<file path="src/rtl/gen_output_fifo.sv">
// rtl/gen_output_fifo.sv - elastic output buffer for a generator, with done forwarding
//
// Purpose: decouples a generator (_valid/_ready/_done, packed tuple output) from its
// consumer. Tuples are buffered in a show-ahead FIFO. The generator's done pulse is
// forwarded as out_done only once every buffered tuple has been handed over.
//
// Ports:
//   _clock    in   1           clock, all state updates on posedge
//   _reset    in   1           asynchronous active-low reset
//   _start    in   1           synchronous flush (drops contents and any pending done)
//   in_data   in   WIDTH       tuple from generator, element _0 in the LSBs
//   in_valid  in   1           generator valid
//   in_done   in   1           generator done pulse
//   in_ready  out  1           generator ready, high when not full (registered)
//   out_data  out  WIDTH       head entry (registered, show-ahead)
//   out_valid out  1           head entry valid (FIFO non-empty)
//   out_ready in   1           consumer accepts the head entry
//   out_done  out  1           one-cycle pulse: stream finished and fully drained
//   count     out  CW          current occupancy
module gen_output_fifo #(
  parameter int WIDTH = 32,
  parameter int DEPTH = 4
) (
  input  logic                     _clock,
  input  logic                     _reset,
  input  logic                     _start,
  input  logic [WIDTH-1:0]         in_data,
  input  logic                     in_valid,
  input  logic                     in_done,
  output logic                     in_ready,
  output logic [WIDTH-1:0]         out_data,
  output logic                     out_valid,
  input  logic                     out_ready,
  output logic                     out_done,
  output logic [$clog2(DEPTH):0]   count
);

  localparam int PW = $clog2(DEPTH);
  localparam int CW = PW + 1;

  typedef enum logic [1:0] {
    ST_STREAM = 2'd0,
    ST_DRAIN  = 2'd1,
    ST_IDLE   = 2'd2
  } state_t;

  logic [WIDTH-1:0] mem_q [DEPTH];

  logic [PW-1:0]    wr_ptr_q, wr_ptr_d;
  logic [PW-1:0]    rd_ptr_q, rd_ptr_d;
  logic [CW-1:0]    count_q, count_d;
  logic             in_ready_q, in_ready_d;
  logic             out_valid_q, out_valid_d;
  logic [WIDTH-1:0] out_data_q, out_data_d;
  logic             out_done_q;
  state_t           state_q;

  logic push;
  logic pop;

  // in_ready_q is the registered "not full" flag, so a full FIFO refuses a push
  // even when a pop happens in the same cycle.
  assign push = in_valid && in_ready_q && !_start;
  assign pop  = out_valid_q && out_ready && !_start;

  always_comb begin
    wr_ptr_d    = wr_ptr_q;
    rd_ptr_d    = rd_ptr_q;
    count_d     = count_q;
    out_data_d  = out_data_q;
    if (_start) begin
      wr_ptr_d = '0;
      rd_ptr_d = '0;
      count_d  = '0;
    end else begin
      if (push) wr_ptr_d = wr_ptr_q + PW'(1);
      if (pop)  rd_ptr_d = rd_ptr_q + PW'(1);
      count_d = count_q + CW'(push) - CW'(pop);
      // The next head slot may be the one being written this cycle (empty FIFO,
      // or a single entry popped while a new one arrives): bypass in_data.
      if (count_d != '0) begin
        if (push && (rd_ptr_d == wr_ptr_q)) out_data_d = in_data;
        else                                out_data_d = mem_q[rd_ptr_d];
      end
    end
    out_valid_d = (count_d != '0);
    in_ready_d  = (count_d != CW'(DEPTH));
  end

  always_ff @(posedge _clock) begin
    if (push) mem_q[wr_ptr_q] <= in_data;
  end

  always_ff @(posedge _clock or negedge _reset) begin
    if (!_reset) begin
      wr_ptr_q    <= '0;
      rd_ptr_q    <= '0;
      count_q     <= '0;
      in_ready_q  <= 1'b1;
      out_valid_q <= 1'b0;
      out_data_q  <= '0;
      out_done_q  <= 1'b0;
      state_q     <= ST_STREAM;
    end else begin
      wr_ptr_q    <= wr_ptr_d;
      rd_ptr_q    <= rd_ptr_d;
      count_q     <= count_d;
      in_ready_q  <= in_ready_d;
      out_valid_q <= out_valid_d;
      out_data_q  <= out_data_d;
      if (_start) begin
        out_done_q <= 1'b0;
        state_q    <= ST_STREAM;
      end else begin
        out_done_q <= 1'b0;
        case (state_q)
          ST_STREAM: if (in_done) state_q <= ST_DRAIN;
          // Further done pulses are ignored while draining; the pulse fires once
          // the FIFO is empty and nothing new is arriving this cycle.
          ST_DRAIN: begin
            if ((count_q == '0) && !push) begin
              out_done_q <= 1'b1;
              state_q    <= ST_IDLE;
            end
          end
          ST_IDLE:   if (in_done) state_q <= ST_DRAIN;
          default:   state_q <= ST_STREAM;
        endcase
      end
    end
  end

  assign in_ready  = in_ready_q;
  assign out_valid = out_valid_q;
  assign out_data  = out_data_q;
  assign out_done  = out_done_q;
  assign count     = count_q;

endmodule

</file>
<file path="config.mk">
export PLATFORM = sky130hd
export DESIGN_NAME = gen_output_fifo
export DESIGN_NICKNAME = d
export VERILOG_FILES = /design/src/rtl/gen_output_fifo.sv
export SDC_FILE = /design/constraint.sdc
export NUM_CORES = 1
export LEC_CHECK = 0
export CORE_ASPECT_RATIO = 1.2
export CORE_MARGIN = 2
export CORE_UTILIZATION = 53
export CTS_BUF_LIST = sky130_fd_sc_hd__clkbuf_16
export CTS_CLUSTER_SIZE = 12
export DETAILED_ROUTE_END_ITERATION = 8
export DONT_BUFFER_PORTS = 1
export PLACE_DENSITY = 0.71
export SLEW_MARGIN = 25
export SYNTH_ARGS = -nofsm -noshare
export SYNTH_HDL_FRONTEND = slang
export SYNTH_SLANG_ARGS = --single-unit
</file>
<file path="constraint.sdc">
create_clock -name _clock -period 3.1 [get_ports _clock]
set_input_delay 0.775 -clock _clock [delete_from_list [all_inputs] [get_ports _clock]]
set_output_delay 0.775 -clock _clock [all_outputs]
set_load 0.01 [all_outputs]
</file>
# Yosys cells after proc, flatten, opt, wreduce, memory -nomap -nowiden
# Memories as Yosys holds them, arrays and structs flattened. A register that Yosys moved wholly into a read port is not among the register bits.
# Cells that the tools add are included.
# totals
register_bits	12
mem_bits_rw	128
inputBits	38
out_inout_bits	38
word_cells	49
memories	1
# op_classes
n_addsub	4
n_eq_ne	5
n_mux	15
bitwise_logic	1
n_reduce_logical	16
# mem_list
memory	words	word_bits	read_ports	rd_clocked_by_memory_dff	write_ports	line_no	text
mem_q	4	32	1	1	1	47	logic [WIDTH-1:0] mem_q [DEPTH];
# ops
op	count
$mux W2	8
$ne A3 B3 Y1 const B	2
$reduce_bool A3 Y1	2
$logic_and A1 B1 Y1	5
$mux W1	5
$add A2 B1 Y2 const B	2
$pmux W2 S2	1
$reduce_and A2 Y1	2
$add A3 B1 Y3	1
$logic_not A1 Y1	3
$logic_not A3 Y1	1
$mux W3	1
$ne A3 B1 Y1 const B	1
$sub A3 B1 Y3	1
$eq A2 B1 Y1 const B	1
$eq A2 B2 Y1 const B	1
$logic_not A2 Y1	1
$reduce_bool A2 Y1	1
$reduce_or A2 Y1	1
$not A1 Y1	1

# Longest topological paths before layout
# depth
word_depth	7
depth_mapped	15
ltp_nobuf	13

# Worst setup path after synthesis
# OpenSTA, ideal clock, no wires.
# synth_timing
path_kind	input port to flip-flop
start	in _start
end	reg out_data_q[0], in the netlist out_data[0], read port of mem_q
setup_ns	0.126
t_arrival_ns	3.264
required_ns	2.974
setup_slack_ns	-0.290
cell_stages	15
path_buffers	3
path_cell_list	nand3b_1 inv_1 buf_2 buf_2 ha_1 inv_1 ha_1 inv_1 fa_1 nor2b_1 a21oi_4 nand4_4 buf_6 o22ai_2 a21oi_1
# synth_via
elab_chain_cells	6
elab_cells_between_ends	10
cone_classes	add/sub (2); mux (2); bitwise (1); reduce/logical (5)
# synth_rtl
item	line_no	text
start, declared	26	input logic _start,
$logic_not A1 Y1	63, 64	
$logic_and A1 B1 Y1	63	assign push = in_valid && in_ready_q && !_start;
$add A3 B1 Y3	78	count_d = count_q + CW'(push) - CW'(pop);
$sub A3 B1 Y3	78	
$reduce_bool A3 Y1	81	if (count_d != '0) begin
$reduce_and A2 Y1 (no source line)	--	
end, declared	54	logic [WIDTH-1:0] out_data_q, out_data_d;
# Parallel ways exist; a longest one is shown, timed or not. The select of a mux whose other input is x is not followed.
# A chain may end at the register's enable or synchronous reset.

# Worst setup path after layout
# layout_timing
start	reg in_ready_q, in the netlist in_ready
end	reg out_data_q[5], in the netlist out_data[5], read port of mem_q
# layout_via
elab_chain_cells	6
# layout_rtl
item	line_no	text
start, declared	52	logic in_ready_q, in_ready_d;
start signal, assigned	108	in_ready_q <= in_ready_d;
$logic_and A1 B1 Y1 (2 in a row)	63	
$add A3 B1 Y3	78	
$sub A3 B1 Y3	78	
$reduce_bool A3 Y1	81	
$reduce_and A2 Y1 (no source line)	--	
# Every way passes these cells.

==> summary.md <==
| Metric | Value |
|---|---|
| PortBufs | `0` |
| Initial antenna violation count | `0` |
| Number of CTS-inserted buffers | `17` |
| CORE AREA | `14,410 um2` |
| Setup slack at placement | `0.03482 ns` |
| Share of cells above drive strength 1 | `15.13%` |
| Largest net degree at the start of global routing | `67` |
| Die width | `115.2 um` |
| CTS max path bufs | `2` |
| CTS H-tree lvls | `4` |
| Post-Syn Area | `7858 um2` |
| Peak fanout along the critical path | `24` |
| # diodes | `0` |
| Leakage Power | `2.704 nW` |
| Hold Crit Class | `in -> async` |
| Post-route DRC | `0` |
| Clock tree from TritonCTS | `built` |
| Mapped Nets | `676` |
| Critical path required time | `3.39 ns` |
| Standard-cell rows | `48` |
| Worst-Skew Late Latency | `0.42 ns` |
| Vias in the first global route | `5,152` |
| Finish-stage setup viols | `0` |
| Mapped Cells | `631` |
| Die height | `137.4 um` |
| WL final | `16.81 mm` |
| Max_slew headroom | `50.58%` |
| I/O pin cnt | `76` |
| RePlAce Congestion | `0.7477` |
| Worst Tran Pin Value | `0.7413 ns` |
| Top cell type's share of synthesized area | `48.92%` |
| Root buffer cell | `clkbuf_16` |
| Final total power | `6.691 mW` |
| Grt ovf | `0` |
| Main synth FF type | `edfxtp_1` |
| Synth Warn # | `0` |
| First-pass DRT Iterations | `5` |
| Most frequent cell after synthesis | `edfxtp_1` |
| Fin crit period | `2.928 ns` |
| Worst-path clk slew | `0.07 ns` |
| DP HPWL | `10.13 mm` |
| First-pass GRT wire length | `26.97 mm` |
| Count of cell types in the netlist | `40` |
| FF/Latch Area | `4954 um2` |
| Max_cap viols | `0` |
| Via count | `5,068` |
| Setup slack after layout | `0.1722 ns` |
| Commonest cells in the synthesized netlist | `128 x edfxtp_1, 66 x a21oi_1, 63 x nor3_1` |
| Fill count | `1,118` |
| Clk sinks | `172` |
| Post-synth EDFFs | `128` |
| Startpoint types | `flip-flop` |
| Post-synthesis register bit count | `172` |
| Final #Nets | `660` |
| Outcome | `complete, no violations` |
| Mapped Avg Cell Area | `12.45 um2` |
| Area contributors post-synth | `edfxtp_1 49%, dfrtp_1 14%, o22ai_2 4.8%` |
| Final Core Density | `59.88%` |
| Synth async-reset ratio | `25.58%` |
| Final ANT Viol Nets | `0` |
| Worst Reg2Reg Path Length in Cells | `14` |
| Post-CTS sizing | `0` |
| Seq/Total Area, Yosys | `62.95%` |
| WL per Instance | `20.94 um` |
| Die Area | `15,820 um2` |
| DRT iter0 DRCs | `310` |
| RSZ-0062 raised after global routing | `false` |
| Worst setup EP type | `flip-flop` |
| Final hold vios | `0` |
| Postcts setup bufs | `0` |
| Post-synth top area cell | `edfxtp_1` |
| Avg Vias per Cell | `6.311` |
| Multi-input gate area | `2685 um2` |
| GRT Util Overall | `22.54%` |
| Slew Limit Fails | `0` |
| Power per cell area | `775.3 nW/um2` |
| Fmax | `0.3416 GHz` |
| Layout Skew | `0.006499 ns` |
| Post-CTS Hold Fix Bufs | `0` |
| Starting Density | `54.51%` |
| Crit path DAT | `3.22 ns` |
| Setup CP Type | `reg -> reg` |
| P&R area growth vs syn | `9.841%` |
| Peak supply drop | `0.4216 mV` |
| Final period util | `94.44%` |
[cell type report]
class / count / area share, %
clock buffer: 17 / 4.929
clock inverter: 15 / 1.000
inverter: 7 / 0.3044
multi-input combinational: 399 / 31.11
sequential: 172 / 57.39
tap: 175 / 2.537
timing repair buffer: 18 / 2.725
[layer usage]
layer | up-vias | global-route usage (%) | wire length, um | part of all wire, %
li1 | 2332 | - | - | -
met2 | 170 | 37.65 | 8485 | 50
met4 | 0 | 8.099 | 261 | 1.6
met3 | 21 | 6.555 | 1205 | 7.2
met5 | - | 0 | 0 | 0
met1 | 2545 | 28.05 | 6859 | 41
[critical path, stage by stage, from the launching register on]
cell and delay, ns:
dfstp_2 0.58, nand2_1 0.14, nor2_4 0.11, inv_1 0.07
ha_4 0.23, inv_2 0.06, ha_4 0.11, inv_2 0.03
fa_2 0.35, xnor3_1 0.26, a21oi_4 0.25, inv_2 0.06
a31oi_4 0.19, buf_12 0.22, a21oi_1 0.11
[stage by stage]
step           TNS (ns)  area [um2]  std cells  hold WS [ns]
6_report              0        8631        803       0.04282
4_1_cts               0        8631        803       0.03459
5_1_grt               0        8631        803       0.02478
3_3_place_gp          0        8119        771        0.4822
3_5_place_dp          0        8119        771        0.4821
2_1_floorplan    -1.816        7931        631        0.4794
[placed cells by master, fill, tap and decap left out, types with 5 or more instances in the layout]
master	instances
edfxtp_1	128
a21oi_1	66
nor3_1	63
dfrtp_1	41
nand2_1	37
nor2_1	37
nor3b_1	32
mux2i_1	32
o21ai_0	31
o211ai_1	31
o22ai_2	30
clkbuf_16	17
buf_4	10
buf_12	8
clkinvlp_4	6
inv_1	5
xnor2_1	5
[state kept, by name, summed over array words and instances, names as in the netlist]
name       flops
state_q        2
rd_ptr_q       2
mem_q        128
out_data      32
out_done       1
out_valid      1
in_ready       1
count          3
wr_ptr_q       2
[cells by family after synthesis]
logic type,count (synthesis),synth area share [%]
flip-flops,172,62.95
XOR/XNOR,8,1.067
multiplexers,32,4.076
adder cells (fa/ha/maj),7,1.210
buffers and inverters,60,3.583
AND/OR/NAND/NOR,187,12.26
AO/OA/AOI/OAI,165,14.86
[where the power goes]
group	leakage, nW	total [mW]	switching (mW)	internal, mW
Sequential	1.66	3.27	0.418	2.85
Clock	0.239	1.84	0.835	1.00
Combinational	0.800	1.59	0.894	0.693
Total	2.70	6.69	2.15	4.54
[worst paths after layout]
check	start	to	slack [ns]
worst max-delay path	in_ready	out_data[5]	0.17
min in group _clock	_start	rd_ptr_q[0]	0.41
worst min register to register	state_q[0]	state_q[1]	0.54
max in group asynchronous	_reset	in_ready	2.87
worst max register to register	in_ready	out_data[5]	0.17
worst min-delay path	_reset	out_data[31]	0.04
(Power assumes the default switching activity.)
==> edit: new RTL, same flow settings <==
`out_data_q` no longer has a reset.
--- a/src/rtl/gen_output_fifo.sv
+++ b/src/rtl/gen_output_fifo.sv
@@ -99,5 +99,4 @@
       in_ready_q  <= 1'b1;
       out_valid_q <= 1'b0;
-      out_data_q  <= '0;
       out_done_q  <= 1'b0;
       state_q     <= ST_STREAM;
@@ -108,5 +107,4 @@
       in_ready_q  <= in_ready_d;
       out_valid_q <= out_valid_d;
-      out_data_q  <= out_data_d;
       if (_start) begin
         out_done_q <= 1'b0;
@@ -131,4 +129,8 @@
   end
 
+  always_ff @(posedge _clock) begin
+    out_data_q <= out_data_d;
+  end
+
   assign in_ready  = in_ready_q;
   assign out_valid = out_valid_q;
Formal check against the unedited RTL: not equivalent (Yosys sat finds a counterexample within 4 cycles, from zero or initial values and one cycle with _reset low).
==> edit against the unedited design <==
Maximum frequency is 0.61% higher; area after synthesis rose by 0.16%; worst setup slack improved by 18 ps; sequential power is 3% higher; sequential cell count stayed put; power is 2.7% higher; critical path depth is 4 lower; core utilization increased by 1.4 points; synthesized cell count decreased by 40%; global-route usage fell by 2.2 points; design area is 2.8% higher; routed wire length is 13% lower; clock skew increased by 3.0 ps.
==> edit: results <==
export IMPL_place_congestion=0.7039
export IMPL_synth_fp_nets=426
export IMPL_ir_drop_mv=0.5714
export IMPL_cp_max_fo=32
export IMPL_ys_types=34
export IMPL_yosys_warnings=0
export IMPL_worstPathArrival_ps=2970
export IMPL_use_met1=0.2415
export IMPL_yosysSeqAreaShare=0.6488
export IMPL_io_buffers=0
export IMPL_drive_above_1_share=0.4537
export IMPL_dpl_hpwl_mm=9.024
export IMPL_maxCapViolations=0
export IMPL_grt_usage=0.2030
export IMPL_status="finished, final reports clean"
export IMPL_grt_use_met2=0.3510
export IMPL_nets=442
export IMPL_grt_max_degree=69
export IMPL_synth_edf_count=160
export IMPL_insertion_delay_ps=430
export IMPL_clk_path_buf_depth=2
export IMPL_yosys_top_cells_area="edfxtp_1 61%, mux4_2 18%, mux2_4 5.7%, mux2_2 4.7%, dfrtp_1 3.5%"
export IMPL_vias=3702
export IMPL_fillers=1016
export IMPL_wl_mm=14.62
export IMPL_worst_pin_slew_ps=635.1
export IMPL_synth_common_cells="160 x edfxtp_1, 62 x mux4_2, 33 x mux2_2"
export IMPL_clock_skew_ps=9.485
export IMPL_synthArstFlopShare=0.06977
export IMPL_p_leak_nw=3.018
export IMPL_grt_pass1_vias=4192
export IMPL_grt_pass1_wl_mm=22.96
export IMPL_post_cts_resized=0
export IMPL_drtIter0Drc=211
## edit: final timing paths
check / from / slack [ps] / to / cells past startpoint
min reg2reg: in_ready$_DFF_PN1_ / 550 / wr_ptr_q[1]$_DFFE_PN0P_ / 2
min: _reset / 40 / out_done$_DFF_PN0_ / 0
max in group asynchronous: _reset / 2890 / in_ready$_DFF_PN1_ / 0
max reg2reg: in_ready$_DFF_PN1_ / 190 / out_data[3]$_DFFE_PP_ / 10
max: in_ready$_DFF_PN1_ / 190 / out_data[3]$_DFFE_PP_ / 10
min in group _clock: _start / 400 / state_q[1]$_DFFE_PN0P_ / 1
## edit: kinds of logic (layout without fill, tap and decap cells)
logic type | count (synthesis) | after routing | synth area share
compound gates | 9 | 9 | 0.006836
flops | 172 | 172 | 0.6488
fa+ha+maj | 7 | 7 | 0.01208
mux | 126 | 126 | 0.2831
simple gates | 32 | 32 | 0.02305
xor+xnor | 6 | 6 | 0.006678
buf+inv | 29 | 58 | 0.01940
## edit: routing by layer
metal,routed length [um],up-vias
met5,0,-
met4,235,0
met3,779,14
met2,7925,83
met1,5681,1995
li1,-,1610
## edit: stage by stage
step	cells	setup WS [ps]	hold slack, ps	setup TNS, ps	area, um2
2_1_floorplan	381	20.73	479.4	0	7888
3_3_place_gp	578	92.70	479.7	0	8247
3_5_place_dp	578	-12.14	479.7	-301.0	8247
4_1_cts	610	162.2	20.31	0	8869
5_1_grt	610	8.741	16.11	0	8869
6_report	610	190.0	37.32	0	8869
## edit: area by class of cell
type | count | share of cell area
flip-flops and latches | 172 | 0.5762
multi-input cells | 180 | 0.2960
well taps | 200 | 0.02822
clock inverters | 15 | 0.02215
clock buffers | 17 | 0.04797
inverters | 7 | 0.003527
repair buffers | 19 | 0.02596
## edit: critical path, delay by kind of cell (launching register included)
family                   cells  cell delay [ps]
adder cells (fa/ha/maj)      3              870
buffers and inverters        3              190
flip-flops                   1              580
AND/OR/NAND/NOR              4              900
## edit: power breakdown
part | internal (W) | switching (W) | leakage [nW]
Clock | 0.00135 | 0.000885 | 0.291
Combinational | 0.000654 | 0.000603 | 1.10
Sequential | 0.00308 | 0.000306 | 1.62
